<file path="src/rtl/mandelbrot_pkg.sv">
// Shared definitions for the Mandelbrot frame sequencer.
// Holds the coordinate format, raster dimension widths, Avalon register map
// and the sequencer state encoding.
package mandelbrot_pkg;

  localparam int COORD_W = 27;  // signed 4.23 fixed point
  localparam int FRAC_W  = 23;
  localparam int X_W     = 10;
  localparam int Y_W     = 10;

  localparam logic [2:0] REG_CTRL    = 3'd0;
  localparam logic [2:0] REG_X0      = 3'd1;
  localparam logic [2:0] REG_Y0      = 3'd2;
  localparam logic [2:0] REG_DX      = 3'd3;
  localparam logic [2:0] REG_DY      = 3'd4;
  localparam logic [2:0] REG_SIZE    = 3'd5;
  localparam logic [2:0] REG_RETIRED = 3'd6;

  typedef enum logic [1:0] {
    IDLE  = 2'd0,
    RUN   = 2'd1,
    DRAIN = 2'd2
  } seq_state_t;

endpackage

</file>
<file path="src/rtl/mandelbrot_raster_walker.sv">
// Row-major raster walker with incremental complex-coordinate accumulators.
// On load it captures the frame geometry and points at pixel (0,0); each
// advance steps one pixel, stepping c_re by dx along a row and returning it
// to x0 while stepping c_im by dy at the end of each row.
// Ports:
//   clk, reset_n          clock, async active-low reset
//   load                  capture geometry and restart at (0,0)
//   advance               step to the next pixel (pixel accepted)
//   width, height         frame size
//   x0, y0, dx, dy        origin and per-pixel step
//   x, y, c_re, c_im      current pixel and its coordinate
//   last                  current pixel is (width-1, height-1)
module mandelbrot_raster_walker #(
  parameter int COORD_W = 27
) (
  input  logic               clk,
  input  logic               reset_n,
  input  logic               load,
  input  logic               advance,
  input  logic [9:0]         width,
  input  logic [9:0]         height,
  input  logic [COORD_W-1:0] x0,
  input  logic [COORD_W-1:0] y0,
  input  logic [COORD_W-1:0] dx,
  input  logic [COORD_W-1:0] dy,
  output logic [9:0]         x,
  output logic [9:0]         y,
  output logic [COORD_W-1:0] c_re,
  output logic [COORD_W-1:0] c_im,
  output logic               last
);
  import mandelbrot_pkg::*;

  logic [X_W-1:0]     width_s;
  logic [Y_W-1:0]     height_s;
  logic [COORD_W-1:0] x0_s;
  logic [COORD_W-1:0] dx_s;
  logic [COORD_W-1:0] dy_s;
  logic               x_end;

  assign x_end = (x == width_s - X_W'(1));
  assign last  = x_end && (y == height_s - Y_W'(1));

  always_ff @(posedge clk or negedge reset_n) begin
    if (!reset_n) begin
      width_s  <= '0;
      height_s <= '0;
      x0_s     <= '0;
      dx_s     <= '0;
      dy_s     <= '0;
      x        <= '0;
      y        <= '0;
      c_re     <= '0;
      c_im     <= '0;
    end else if (load) begin
      width_s  <= width;
      height_s <= height;
      x0_s     <= x0;
      dx_s     <= dx;
      dy_s     <= dy;
      x        <= '0;
      y        <= '0;
      c_re     <= x0;
      c_im     <= y0;
    end else if (advance) begin
      if (!x_end) begin
        x    <= x + X_W'(1);
        c_re <= c_re + dx_s;
      end else begin
        // row wrap: c_re restarts from the origin rather than accumulating
        x    <= '0;
        c_re <= x0_s;
        y    <= y + Y_W'(1);
        c_im <= c_im + dy_s;
      end
    end
  end

endmodule

</file>
<file path="src/rtl/mandelbrot_frame_sequencer.sv">
// Frame-level controller for the Mandelbrot renderer.
// An Avalon-MM slave holds shadow geometry registers; a start copies them into
// the raster walker, which then issues one pixel per handshake to the iterator
// pool. In-flight pixels are bounded by MAX_OUTSTANDING and the frame completes
// once the last pixel has been issued and every issued pixel has retired.
//
// state | meaning
// IDLE  | waiting for start; done/RETIRED show the last frame
// RUN   | issuing pixels
// DRAIN | all pixels issued, waiting for outstanding results
//
// Ports:
//   clk, reset_n                       clock, async active-low reset
//   address, chipselect, write_n,
//   writedata, readdata                Avalon-MM slave, zero-latency read
//   pix_valid, pix_ready, pix_x, pix_y,
//   pix_c_re, pix_c_im                 pixel stream to the iterator pool
//   result_valid                       one pixel retired
//   busy, frame_done                   status; frame_done pulses on completion
module mandelbrot_frame_sequencer #(
  parameter int MAX_OUTSTANDING = 16,
  parameter int COORD_W         = 27
) (
  input  logic               clk,
  input  logic               reset_n,
  input  logic [2:0]         address,
  input  logic               chipselect,
  input  logic               write_n,
  input  logic [31:0]        writedata,
  output logic [31:0]        readdata,
  output logic               pix_valid,
  input  logic               pix_ready,
  output logic [9:0]         pix_x,
  output logic [9:0]         pix_y,
  output logic [COORD_W-1:0] pix_c_re,
  output logic [COORD_W-1:0] pix_c_im,
  input  logic               result_valid,
  output logic               busy,
  output logic               frame_done
);
  import mandelbrot_pkg::*;

  localparam logic [7:0] MAX_OUT = 8'(MAX_OUTSTANDING);

  seq_state_t         state, state_nxt;
  logic               finish;
  logic [COORD_W-1:0] x0_r, y0_r, dx_r, dy_r;
  logic [X_W-1:0]     width_r;
  logic [Y_W-1:0]     height_r;
  logic               done_r;
  logic [7:0]         outstanding;
  logic [19:0]        retired;
  logic               wr_en, ctrl_wr, start_cmd, abort_cmd, start_ok;
  logic               zero_dim, handshake, res_acc, last_pix;
  logic               unused_wdata;

  assign wr_en     = chipselect && !write_n;
  assign ctrl_wr   = wr_en && (address == REG_CTRL);
  assign abort_cmd = ctrl_wr && writedata[1];
  assign start_cmd = ctrl_wr && writedata[0] && !writedata[1];
  assign start_ok  = start_cmd && (state == IDLE);
  assign zero_dim  = (width_r == '0) || (height_r == '0);
  assign handshake = pix_valid && pix_ready;
  // a result with nothing in flight is spurious unless a pixel issues that cycle
  assign res_acc   = result_valid && (state != IDLE) &&
                     ((outstanding != 8'd0) || handshake);
  assign unused_wdata = ^{writedata[31:27], writedata[15:10]};

  // state register
  always_ff @(posedge clk or negedge reset_n) begin
    if (!reset_n) state <= IDLE;
    else          state <= state_nxt;
  end

  // next state
  always_comb begin
    state_nxt = state;
    finish    = 1'b0;
    case (state)
      IDLE: begin
        if (start_ok) begin
          if (zero_dim) finish    = 1'b1;
          else          state_nxt = RUN;
        end
      end
      RUN: begin
        if (abort_cmd)                  state_nxt = IDLE;
        else if (handshake && last_pix) state_nxt = DRAIN;
      end
      DRAIN: begin
        if (abort_cmd) begin
          state_nxt = IDLE;
        end else if ((outstanding == 8'd0) ||
                     ((outstanding == 8'd1) && res_acc)) begin
          state_nxt = IDLE;
          finish    = 1'b1;
        end
      end
      default: state_nxt = IDLE;
    endcase
  end

  // outputs
  always_comb begin
    busy      = (state != IDLE);
    pix_valid = (state == RUN) && (outstanding < MAX_OUT);
  end

  always_ff @(posedge clk or negedge reset_n) begin
    if (!reset_n) begin
      frame_done  <= 1'b0;
      done_r      <= 1'b0;
      outstanding <= '0;
      retired     <= '0;
    end else begin
      frame_done <= finish;
      if (finish)        done_r <= 1'b1;
      else if (start_ok) done_r <= 1'b0;

      if (abort_cmd || start_ok) begin
        outstanding <= '0;
      end else if (handshake && !res_acc) begin
        outstanding <= outstanding + 8'd1;
      end else if (res_acc && !handshake) begin
        outstanding <= outstanding - 8'd1;
      end

      if (start_ok)     retired <= '0;
      else if (res_acc) retired <= retired + 20'd1;
    end
  end

  always_ff @(posedge clk or negedge reset_n) begin
    if (!reset_n) begin
      x0_r     <= '0;
      y0_r     <= '0;
      dx_r     <= '0;
      dy_r     <= '0;
      width_r  <= '0;
      height_r <= '0;
    end else if (wr_en) begin
      case (address)
        REG_X0:   x0_r <= writedata[COORD_W-1:0];
        REG_Y0:   y0_r <= writedata[COORD_W-1:0];
        REG_DX:   dx_r <= writedata[COORD_W-1:0];
        REG_DY:   dy_r <= writedata[COORD_W-1:0];
        REG_SIZE: begin
          width_r  <= writedata[9:0];
          height_r <= writedata[25:16];
        end
        default: ;
      endcase
    end
  end

  always_comb begin
    readdata = '0;
    case (address)
      REG_CTRL:    readdata = {30'd0, done_r, busy};
      REG_X0:      readdata[COORD_W-1:0] = x0_r;
      REG_Y0:      readdata[COORD_W-1:0] = y0_r;
      REG_DX:      readdata[COORD_W-1:0] = dx_r;
      REG_DY:      readdata[COORD_W-1:0] = dy_r;
      REG_SIZE:    readdata = {6'd0, height_r, 6'd0, width_r};
      REG_RETIRED: readdata = {12'd0, retired};
      default:     readdata = '0;
    endcase
  end

  mandelbrot_raster_walker #(.COORD_W(COORD_W)) u_walker (
    .clk     (clk),
    .reset_n (reset_n),
    .load    (start_ok),
    .advance (handshake),
    .width   (width_r),
    .height  (height_r),
    .x0      (x0_r),
    .y0      (y0_r),
    .dx      (dx_r),
    .dy      (dy_r),
    .x       (pix_x),
    .y       (pix_y),
    .c_re    (pix_c_re),
    .c_im    (pix_c_im),
    .last    (last_pix)
  );

endmodule

</file>
<file path="config.mk">
export PLATFORM = sky130hd
export DESIGN_NAME = mandelbrot_frame_sequencer
export DESIGN_NICKNAME = d
export VERILOG_FILES = /design/src/rtl/mandelbrot_pkg.sv /design/src/rtl/mandelbrot_raster_walker.sv /design/src/rtl/mandelbrot_frame_sequencer.sv
export SDC_FILE = /design/constraint.sdc
export NUM_CORES = 1
export LEC_CHECK = 0
export BUFFER_PORTS_ARGS = -buffer_cell sky130_fd_sc_hd__buf_2
export CORE_MARGIN = 2
export CORE_UTILIZATION = 35
export DETAILED_ROUTE_END_ITERATION = 12
export PLACE_DENSITY = 0.52
export SYNTH_ARGS = -nofsm -noshare
export SYNTH_HDL_FRONTEND = slang
export SYNTH_SLANG_ARGS = --single-unit
</file>
<file path="constraint.sdc">
create_clock -name clk -period 6.6 [get_ports clk]
set_input_delay 0.33 -clock clk [delete_from_list [all_inputs] [get_ports clk]]
set_output_delay 0.33 -clock clk [all_outputs]
set_load 0.01 [all_outputs]
</file>
==> metrics.md, run 1 <==
| Metric | Value |
|---|---|
| Status | finished, final reports clean |
| Slew HR | 25.8% |
| RSZ-0062 raised after global routing | false |
| Site row count | 82 |
| Largest net degree at the start of global routing | ~180 |
| Worst Reg-to-Reg Cells | 9 |
| Final Max Slew Viols | 0 |
| Startpoint types | flop |
| Delay-heaviest family, CP | simple AND/OR/NAND/NOR gates |
| Crit path to | outstanding[7] |
| P&R area growth vs syn | 15.4% |
| Hold Worst Slack | roughly 0.089 ns |
| Yosys top cell by area | dfrtp_1 |
| Crit path buf inv count | 0 |
| Peak VDD IR | 0.000156 V |
| Grt ovf | 0 |
| Die Width | about 230 microns |
| Period utilization | 57.8% |
| Worst Hold Class | in2reg |
| Most frequent cells in the layout | nand2_1 (430), dfrtp_1 (335), mux2_2 (145) |
| Seq/Total Area, Yosys | 46.8% |
| Final Net Count | 2,081 |
| Pwr per Cell Area | 339 nW/um^2 |
| Post-synth EDFFs | 0 |
| RePlAce Congestion | 0.887 |
| Top cell type's share of synthesized area | 46.8% |
| Fill count | 4,953 |
| DR iter-0 viols | 955 |
| Final WL | 54.8 mm |
| Ratio of cells with drive above 1 in the final layout | 19.3% |
| Worst EP arrival | 4.22 ns |
| Number of global-route vias before repair | approximately 14,000 |
| ANT nets after route | 0 |
| Core area | 50,400 sq um |
| CTS tree | yes |
| Critical Path RT | 7.01 ns |
| Leak | 9.99 nW |
| Drt pass-1 iters | 5 |
| Inserted Clock Buffers | 39 |
| Slowest CP cell | and2_1 |
| Initial antenna violation count | 1 |
| Worst-Skew Late Latency | 0.54 ns |
| Clock Tree Buf Depth | 3 |
| CP cell instances | nor4_1, and3b_1, and2_1, nand2_1, o211a_1, nor4b_1, nor3b_1, xnor2_1, nor2_1 |
| DRC Markers | 0 |
| Post-Synthesis Cells | 1,865 |
| Netlist cell types | between 70 and 80 |
| Clock Pin Slew Worst Setup and Hold Paths | around 0.06 ns |
| CTS root buffer | clkbuf_16 |
| Highest clock rate | ~260 MHz |
| R2R Setup Slk | 2.79 ns |
| First-pass GRT wire length | 85.1 mm |
| Instance count on the critical path | 9 |
| Synth top area cells | dfrtp_1 (47%), mux2_2 (9.1%), nand2_1 (9.0%), ha_1 (4.2%), a21oi_1 (2.7%) |
| Initial Util | 35.6% |
| N_diodes | 0 |
| Post-CTS sizing | 0 |
| GR Util All Layers | 20.6% |
| Synth Warn # | 0 |
| Worst Setup Path Type | reg2reg |
| Multi-input gate area | 9090 sq um |
| IO Pins | 150 |
| Worst Setup End Kind | flop |
| Setup TNS | 0 ns |
| PortBufs | 139 |
| CTS Sinks | 335 |
| Die H | 230 microns |
| Cell Area, Synth | 17,900 sq um |
| Max Cap Violations | 0 |
| Worst Tran Pin Value | roughly 1.1 ns |
| Most common cell after layout, fill and taps aside | nand2_1 |
| Die area | 53,000 sq um |
| Skew final | 0.0118 ns |
| Critical Path Start | outstanding[4] |
| Post-DP HPWL | roughly 39 mm |
| Syn avg cell area | around 9.6 sq um |
| Wire per inst | 20.5 microns |
| Asr flop ratio synth | 100% |
| RR Startpoint | outstanding[4] |
| Register Area | 8380 sq um |
| CP peak stage delay | 0.78 ns |
| Hold path startpoint | writedata[12] |
| Final hold viol count | 0 |
| Top_reg_cell synth | dfrtp_1 |
| Post-CTS Setup Inserts | 0 |
| Peak fanout along the critical path | 20 |
| Finish-stage setup viols | 0 |
| Vias/cell | 5.35 |
| DR vias | 14,300 |
| Reg2reg end | outstanding[7] |
| Clock H-tree levels | 2 |
| Fin crit period | 3.81 ns |
| Number of synthesized register bits | 335 |
[flip-flops by register name, summed over array words and instances, names as in the netlist, 20 cells and up]
signal and cells:
dx_r 27, dy_r 27, u_walker.c_im 27, u_walker.c_re 27
u_walker.dx_s 27, u_walker.dy_s 27, u_walker.x0_s 27, x0_r 27
y0_r 27, retired 20
[power by group]
group,internal [mW],switching [mW],total (mW)
registers,2.46,0.466,2.93
logic,0.805,0.969,1.77
clock network,1.42,0.888,2.31
total,4.69,2.32,7.01
[area by class of cell]
| cell class | instances | area share [%] |
|---|---|---|
| Timing Repair Buffer | 160 | 4.31 |
| Clock buffer | 54 | 5.59 |
| Clock inverter | 16 | 1.09 |
| Tap cell | 672 | 4.07 |
| Sequential cell | 335 | 40.5 |
| Multi-Input combinational cell | 1417 | 43.9 |
| Inverter | 25 | 0.454 |
[cell families after synthesis]
group / after synthesis / synth area share (%)
buffers and inverters: 117 / 2.66
DFF: 335 / 46.8
AOI/OAI and AO/OA: 377 / 13.3
muxes: 180 / 11.2
adders and majority gates: 62 / 4.41
xor gates and xnor gates: 87 / 4.25
other: 1 / 0.0209
and+or+nand+nor: 706 / 17.3
[cell usage after synthesis, types with 15 or more instances]
| master | instances |
|---|---|
| nand2_1 | 430 |
| dfrtp_1 | 335 |
| mux2_2 | 145 |
| nor2_1 | 104 |
| a21oi_1 | 95 |
| o21ai_0 | 76 |
| clkbuf_1 | 60 |
| ha_1 | 60 |
| xor2_1 | 45 |
| xnor2_1 | 42 |
| mux2i_1 | 32 |
| a31oi_1 | 31 |
| nand3_1 | 31 |
| o21ai_1 | 27 |
| inv_1 | 25 |
| and3_1 | 21 |
| a21o_1 | 20 |
| or3_1 | 19 |
| a22oi_1 | 18 |
| buf_1 | 16 |
| nor3_1 | 16 |
| nor2b_1 | 15 |
[worst min path at each step]
stage	end	slack, ns	cells after the start
2_1_floorplan	done_r	0.03	0
3_3_place_gp	u_walker.y[3]	0.38	1
3_5_place_dp	u_walker.y[3]	0.38	1
4_1_cts	y0_r[12]	0.06	2
5_1_grt	dx_r[12]	0.08	2
6_report	y0_r[12]	0.09	2
[metal layers]
| layer | wire, microns | global-route usage (%) | vias to the layer above |
|---|---|---|---|
| met3 | 2480 | 2.99 | 76 |
| met5 | 0 | 0 | - |
| met1 | 25900 | 29.4 | 7122 |
| met4 | 1530 | 6.31 | 0 |
| met2 | 24900 | 32.3 | 352 |
| li1 | - | - | 6789 |
[per-stage QoR]
step | utilization [%] | power (mW) | instance area [sq um] | cells | setup WS, ns
after detailed placement | 38.3 | 4.73 | 19300 | 2608 | 2.79
after floorplan | - | 4.03 | 17900 | 1869 | 3.86
after CTS | 41.0 | 7.08 | 20700 | 2679 | 2.78
after global placement | 38.3 | 4.68 | 19300 | 2608 | 2.79
final | 41.0 | 7.01 | 20700 | 2679 | 2.79
after global routing | 41.0 | 7.42 | 20700 | 2679 | 2.49
[what timing repair did]
action	4_1_cts	5_1_grt
setup endpoints to repair	0	0
hold buffers	1	0
endpoints found under the hold margin	82	0
Note: power is estimated with default switching activity, not from simulation.
==> run 2, diff against run 1 <==
==> constraint.sdc (replaced) <==
create_clock -name clk -period 3.6 [get_ports clk]
set_input_delay 0.18 -clock clk [delete_from_list [all_inputs] [get_ports clk]]
set_output_delay 0.18 -clock clk [all_outputs]
set_load 0.01 [all_outputs]
==> run 2 against run 1 <==
Effect of this change:
- cell count grew 1.6%
- clock skew grew 0.0023 ns
- utilization grew 0.68 points
- hold slack lost 0.070 ns
- critical path type unchanged
- critical endpoint is now u_walker.y[9]
- highest routed layer unchanged
==> metrics.md, run 2 (synthesis gave the netlist of run 1 again) <==
| Metric | Value |
|---|---|
| Status | finished, final reports clean (unchanged) |
| CTS root buffer | clkbuf_16 (unchanged) |
| Clock Pin Slew Worst Setup and Hold Paths | 0.06 ns (about the same) |
| Comb pwr share | 26.1% (was 25.3%) |
| Most common cell after layout, fill and taps aside | nand2_1 (unchanged) |
| Startpoint types | flop (unchanged) |
| Fin crit period | 3.21 ns (was 3.81 ns) |
| Die H | 230 microns (unchanged) |
| Placed standard-cell area | 19,500 sq um (was 19,300 sq um) |
| Worst Setup End Kind | flop (unchanged) |
| Clock Tree Buf Depth | 3 (unchanged) |
| Clk pwr share | 31.1% (was 32.9%) |
| Initial antenna violation count | 0 (was 1) |
| Worst Tran Pin Value | 0.882 ns (was 1.11 ns) |
| Pre-CTS setup slack | 0.416 ns (was 2.79 ns) |
| Final Net Count | 2,129 (was 2,081) |
| Site row count | 82 (unchanged) |
| RSZ-0062 raised after global routing | false (unchanged) |
| Grt ovf | 0 (unchanged) |
| P&R area growth vs syn | 17.3% (was 15.4%) |
| Period utilization | 89.1% (was 57.8%) |
| Leak | 10.1 nW (was 9.99 nW) |
| Switching share of power | 33.8% (was 33.1%) |
| Wire per inst | 20.3 microns (was 20.5 microns) |
| First-pass GRT wire length | 85.9 mm (was 85.1 mm) |
| Final WL | 55.3 mm (was 54.8 mm) |
| Flop pwr share | 42.7% (was 41.8%) |
| Slowest CP cell | or4_1 (was and2_1) |
| Largest net degree at the start of global routing | 136 (was 179) |
| Psw | 4.24 mW (was 2.32 mW) |
| Number of global-route vias before repair | 14,100 (about the same) |
| CP peak stage delay | 0.68 ns (was 0.78 ns) |
| Post-CTS sizing | 0 (unchanged) |
| Final hold viol count | 0 (unchanged) |
| Highest clock rate | 312 MHz (was 262 MHz) |
| DR iter-0 viols | 1,038 (was 955) |
| Delay-heaviest family, CP | simple AND/OR/NAND/NOR gates (unchanged) |
| Critical Path RT | 4.05 ns (was 7.01 ns) |
| RePlAce Congestion | 0.940 (was 0.887) |
| Skew final | 0.0141 ns (was 0.0118 ns) |
| IO Pins | 150 (unchanged) |
| Worst EP arrival | 3.66 ns (was 4.22 ns) |
| Drt pass-1 iters | 5 (unchanged) |
| CTS Sinks | 335 (unchanged) |
| Worst-Skew Late Latency | 0.54 ns (about the same) |
| Vias/cell | 5.31 (was 5.35) |
| Most frequent cells in the layout | nand2_1 (430), dfrtp_1 (335), mux2_2 (145) (unchanged) |
| ANT nets after route | 0 (unchanged) |
| Inserted Clock Buffers | 38 (was 39) |
| Initial Util | 35.6% (unchanged) |
| Total chip power | 12.6 mW (was 7.01 mW) |
| PortBufs | 139 (unchanged) |
| Internal | 8.31 mW (was 4.69 mW) |
| DR vias | 14,400 (was 14,300) |
| Worst Setup Path Type | reg2reg (unchanged) |
| DRC Markers | 0 (unchanged) |
| Final Max Slew Viols | 0 (unchanged) |
| Clock H-tree levels | 2 (unchanged) |
| Peak VDD IR | 0.000294 V (was 0.000156 V) |
| CTS tree | yes (unchanged) |
| Crit path buf inv count | 0 (unchanged) |
| Core area | 50,400 sq um (unchanged) |
| Peak fanout along the critical path | 7 (was 20) |
| Worst Hold Class | in2reg (unchanged) |
| GR Util All Layers | 20.8% (was 20.6%) |
| Setup TNS | 0 ns (unchanged) |
| Finish-stage setup viols | 0 (unchanged) |
| Die Width | 230 microns (unchanged) |
| Post-route cell area | 21,000 sq um (was 20,700 sq um) |
| Ratio of cells with drive above 1 in the final layout | 19.8% (was 19.3%) |
| Pwr per Cell Area | 597 nW/um^2 (was 339 nW/um^2) |
| Slew HR | 41.2% (was 25.8%) |
| CP cell instances | or4_1, nor4_1, a22oi_1, a22o_1, nor4_4, nand4_2, or3_1, a21oi_1 (was nor4_1, and3b_1, and2_1, nand2_1, o211a_1, nor4b_1, nor3b_1, xnor2_1, nor2_1) |
| Die area | 53,000 sq um (unchanged) |
| Worst Setup Slack, final | 0.393 ns (was 2.79 ns) |
| Post-DP HPWL | 40.3 mm (was 39.1 mm) |
| Max Cap Violations | 0 (unchanged) |
-- run 2: changes by cell type in the layout (fill, tap and decap cells not counted) --
cell	delta
clkbuf_8	-4
clkinv_2	+2
clkinvlp_4	+1
bufinv_16	-3
buf_12	+4
diode_2	+1
buf_4	+19
clkinv_4	-2
dlygate4sd3_1	+26
-- run 2: cell type report --
type | count | area, sq um
clock buffer | 50 | 1100
sequential | 335 | 8380
multi-input combinational | 1417 | 9090
timing repair buffer | 209 | 1370
antenna | 1 | 2.50
fill | 4891 | 29400
clock inverter | 14 | 135
inverter | 25 | 93.8
tap | 672 | 841
-- run 2: metrics by stage --
step / hold WS [ns] / util (%) / std cells
6_report: 0.0188 / 41.7 / 2723
3_3_place_gp: 0.316 / 38.7 / 2631
4_1_cts: 0.00300 / 41.7 / 2722
3_5_place_dp: 0.324 / 38.7 / 2631
5_1_grt: 0.00114 / 41.7 / 2722
2_1_floorplan: -0.116 / - / 1869
-- run 2: power by group through the flow --
stage,sequential [mW],clock (mW),combinational [mW]
after detailed placement,5.42,0,3.26
after global placement,5.39,0,3.18
after floorplan,5.16,0,2.24
after CTS,5.36,3.99,3.30
after global routing,5.47,4.14,3.68
final,5.37,3.91,3.28
-- run 2: final timing paths --
kind	from	end	slack, ns	cells after the start
setup / recovery	u_walker.width_s[3]	u_walker.y[9]	0.39	8
hold reg to reg	u_walker.x0_s[3]	u_walker.x0_s[3]	0.47	2
min in group asynchronous	reset_n	u_walker.dy_s[0]	0.30	2
setup reg to reg	u_walker.width_s[3]	u_walker.y[9]	0.39	8
hold / removal	writedata[0]	y0_r[0]	0.02	2
max in group asynchronous	reset_n	u_walker.x0_s[16]	2.28	3
-- run 2: worst reg2reg max path, cell delays in order (launching register included) --
cell,delay [ns]
dfrtp_1,0.43
or4_1,0.68
nor4_1,0.26
a22oi_1,0.11
a22o_1,0.27
nor4_4,0.60
nand4_2,0.26
or3_1,0.39
a21oi_1,0.14
-- run 2: routing by layer --
layer | global-route usage, % | vias to the layer above | share of wire [%] | routed length (microns)
met1 | 29.7 | 7130 | 47 | 26200
met3 | 2.67 | 79 | 4.3 | 2360
met5 | 0 | - | 0 | 0
li1 | - | 6904 | - | -
met2 | 33.1 | 333 | 46 | 25400
met4 | 6.17 | 0 | 2.6 | 1460
-- run 2: what timing repair did --
item,4_1_cts,5_1_grt
setup endpoints to repair,0,0
setup buffers,0,0
hold buffers,27,0
hold endpoints to repair,209,0
==> run 3, diff against run 2 <==
--- a/config.mk
+++ b/config.mk
@@ -6,6 +6,7 @@
 export NUM_CORES = 1
 export LEC_CHECK = 0
 export BUFFER_PORTS_ARGS = -buffer_cell sky130_fd_sc_hd__buf_2
+export CORE_ASPECT_RATIO = 0.5
 export CORE_MARGIN = 2
 export CORE_UTILIZATION = 35
 export DETAILED_ROUTE_END_ITERATION = 12
==> run 3 against run 2 <==
Effect of this change:
- final area decreased by 0.77%
- combinational power about the same
- global-route usage up 0.46 points
- clock power is 4% lower
- critical path type unchanged
- wire length up 1.5%
- via count is 0.42% higher
- highest routed layer unchanged
==> metrics.md, run 3 (synthesis gave the netlist of run 1 again) <==
| Metric | Value |
|---|---|
| Status | finished, final reports clean (unchanged) |
| P&R area growth vs syn | 16.4% (was 17.3%) |
| DR iter-0 viols | 1,338 (was 1,038) |
| Peak VDD IR | 0.000259 V (was 0.000294 V) |
| Final Net Count | 2,115 (was 2,129) |
| Worst-Skew Late Latency | 0.54 ns (about the same) |
| Hold depth | 2 (unchanged) |
| RSZ-0062 raised after global routing | false (unchanged) |
| Post-Route M1 WL | 28.9 mm (was 26.2 mm) |
| WL met2 | 23.1 mm (was 25.4 mm) |
| IO Pins | 150 (unchanged) |
| Worst EP arrival | 3.67 ns (was 3.66 ns) |
| Delay-heaviest family, CP | simple AND/OR/NAND/NOR gates (unchanged) |
| RePlAce Congestion | 0.901 (was 0.940) |
| R2R Setup Slk | 0.38 ns (was 0.39 ns) |
| Final hold viol count | 0 (unchanged) |
| Worst Reg-to-Reg Cells | 9 (was 8) |
| Leak | 10.1 nW (about the same) |
| Switching share of power | 34.3% (was 33.8%) |
| Startpoint types | flop (unchanged) |
| Slew HR | 30.4% (was 41.2%) |
| Highest clock rate | 310 MHz (was 312 MHz) |
| Slowest CP cell | or4_1 (unchanged) |
| CP cell instances | or4_1, xor2_1, a31oi_1, a2111o_1, nor4_4, buf_12, nand4_2, or3_1, a21oi_1 (was or4_1, nor4_1, a22oi_1, a22o_1, nor4_4, nand4_2, or3_1, a21oi_1) |
| Internal | 8.17 mW (was 8.31 mW) |
| Max Cap Violations | 0 (unchanged) |
| First-pass GRT wire length | 86.6 mm (was 85.9 mm) |
| Clk pwr share | 30.2% (was 31.1%) |
| Fill count | 5,004 (was 4,891) |
| PortBufs | 139 (unchanged) |
| Vias/cell | 5.32 (was 5.31) |
| Wire per inst | 20.6 microns (was 20.3 microns) |
| CTS Sinks | 335 (unchanged) |
| CTS tree | yes (unchanged) |
| Setup TNS | 0 ns (unchanged) |
| GR Util All Layers | 21.3% (was 20.8%) |
| Clock Tree Buf Depth | 3 (unchanged) |
| Comb pwr share | 26.4% (was 26.1%) |
| Met3 routed WL | 2.87 mm (was 2.36 mm) |
| Die H | 164 microns (was 230 microns) |
| Worst Tran Pin Value | 1.04 ns (was 0.882 ns) |
| Drt pass-1 iters | 5 (unchanged) |
| Psw | 4.27 mW (was 4.24 mW) |
| CTS root buffer | clkbuf_16 (unchanged) |
| Clock H-tree levels | 2 (unchanged) |
| Site row count | 58 (was 82) |
| Post-DP HPWL | 40.4 mm (was 40.3 mm) |
| Grt ovf | 0 (unchanged) |
| Worst Hold Class | in2reg (unchanged) |
| Inserted Clock Buffers | 36 (was 38) |
| Critical Path RT | 4.05 ns (about the same) |
| Period utilization | 89.5% (was 89.1%) |
| Initial antenna violation count | 3 (was 0) |
| Die area | 53,100 sq um (was 53,000 sq um) |
| Initial Util | 35.6% (about the same) |
| Pwr per Cell Area | 597 nW/um^2 (about the same) |
| Total chip power | 12.4 mW (was 12.6 mW) |
| RR Startpoint | u_walker.width_s[3] (unchanged) |
| Finish-stage setup viols | 0 (unchanged) |
| Ratio of cells with drive above 1 in the final layout | 19.4% (was 19.8%) |
| Fin crit period | 3.22 ns (was 3.21 ns) |
| Hold path startpoint | writedata[21] (was writedata[0]) |
| Final Max Slew Viols | 0 (unchanged) |
| Peak fanout along the critical path | 29 (was 7) |
| Flop pwr share | 43.5% (was 42.7%) |
| Top Metal Used | met4 (unchanged) |
| Skew final | 0.0243 ns (was 0.0141 ns) |
| DR vias | 14,500 (was 14,400) |
| Largest net degree at the start of global routing | 118 (was 136) |
| Reg2reg end | u_walker.y[9] (unchanged) |
| Number of global-route vias before repair | 14,000 (was 14,100) |
| Clock Pin Slew Worst Setup and Hold Paths | 0.06 ns (about the same) |
| CP peak stage delay | 0.67 ns (was 0.68 ns) |
| Worst Setup End Kind | flop (unchanged) |
| Most common cell after layout, fill and taps aside | nand2_1 (unchanged) |
| Core area | 50,400 sq um (about the same) |
| Final WL | 56.2 mm (was 55.3 mm) |
| Worst Setup Path Type | reg2reg (unchanged) |
| Die Width | 324 microns (was 230 microns) |
| Crit path buf inv count | 1 (was 0) |
| DRC Markers | 0 (unchanged) |
| Most frequent cells in the layout | nand2_1 (430), dfrtp_1 (335), mux2_2 (145) (unchanged) |
| ANT nets after route | 0 (unchanged) |
| Hold EP | height_r[5] (was y0_r[0]) |
## run 3: routing by layer
metal	GRT usage (%)	up-vias
li1	-	6876
met1	33.6	7189
met2	29.9	371
met3	3.28	70
met4	5.26	0
met5	0	-
## run 3: per-stage QoR
stage / cells / utilization (%) / area (sq um) / worst slack [ns] / hold WS, ns
6_report: 2727 / 41.4 / 20900 / 0.377 / 0.00768
5_1_grt: 2727 / 41.4 / 20900 / 0.0924 / 0.00989
4_1_cts: 2726 / 41.4 / 20900 / 0.383 / 0.0000709
3_5_place_dp: 2644 / 38.7 / 19500 / 0.422 / 0.211
3_3_place_gp: 2644 / 38.7 / 19500 / 0.449 / 0.210
2_1_floorplan: 1869 / - / 17900 / 0.858 / -0.116
## run 3: what timing repair did
item	in CTS	in global routing
hold buffers	20	0
resized for setup	0	0
endpoints found under the hold margin	150	0
setup buffers	0	0
## run 3: area by class of cell
class	count	area [sq um]	area share [%]
multi-input combinational	1417	9090	43.6
inverter	25	93.8	0.450
timing repair buffer	197	1270	6.07
clock buffer	52	1040	5.00
sequential	335	8380	40.2
tap	690	863	4.14
clock inverter	10	115	0.552
antenna	1	2.50	0.0120
## run 3: how the worst max path moves through the flow
stage / to / startpoint / cells after the start
final: u_walker.y[9] / u_walker.width_s[3] / 9
after global routing: u_walker.c_im[1] / u_walker.width_s[3] / 9
after CTS: u_walker.y[9] / u_walker.width_s[3] / 9
after detailed placement: u_walker.y[9] / u_walker.width_s[3] / 9
after global placement: u_walker.y[9] / u_walker.width_s[3] / 9
after floorplan: u_walker.c_re[26] / u_walker.c_re[0] / 12
## run 3: power by group through the flow
stage	Clock (mW)	Combinational (mW)	Sequential, mW
after floorplan	0	2.24	5.16
after global placement	0	3.22	5.44
after detailed placement	0	3.26	5.45
after CTS	3.84	3.30	5.39
after global routing	3.99	3.68	5.51
final	3.75	3.28	5.41
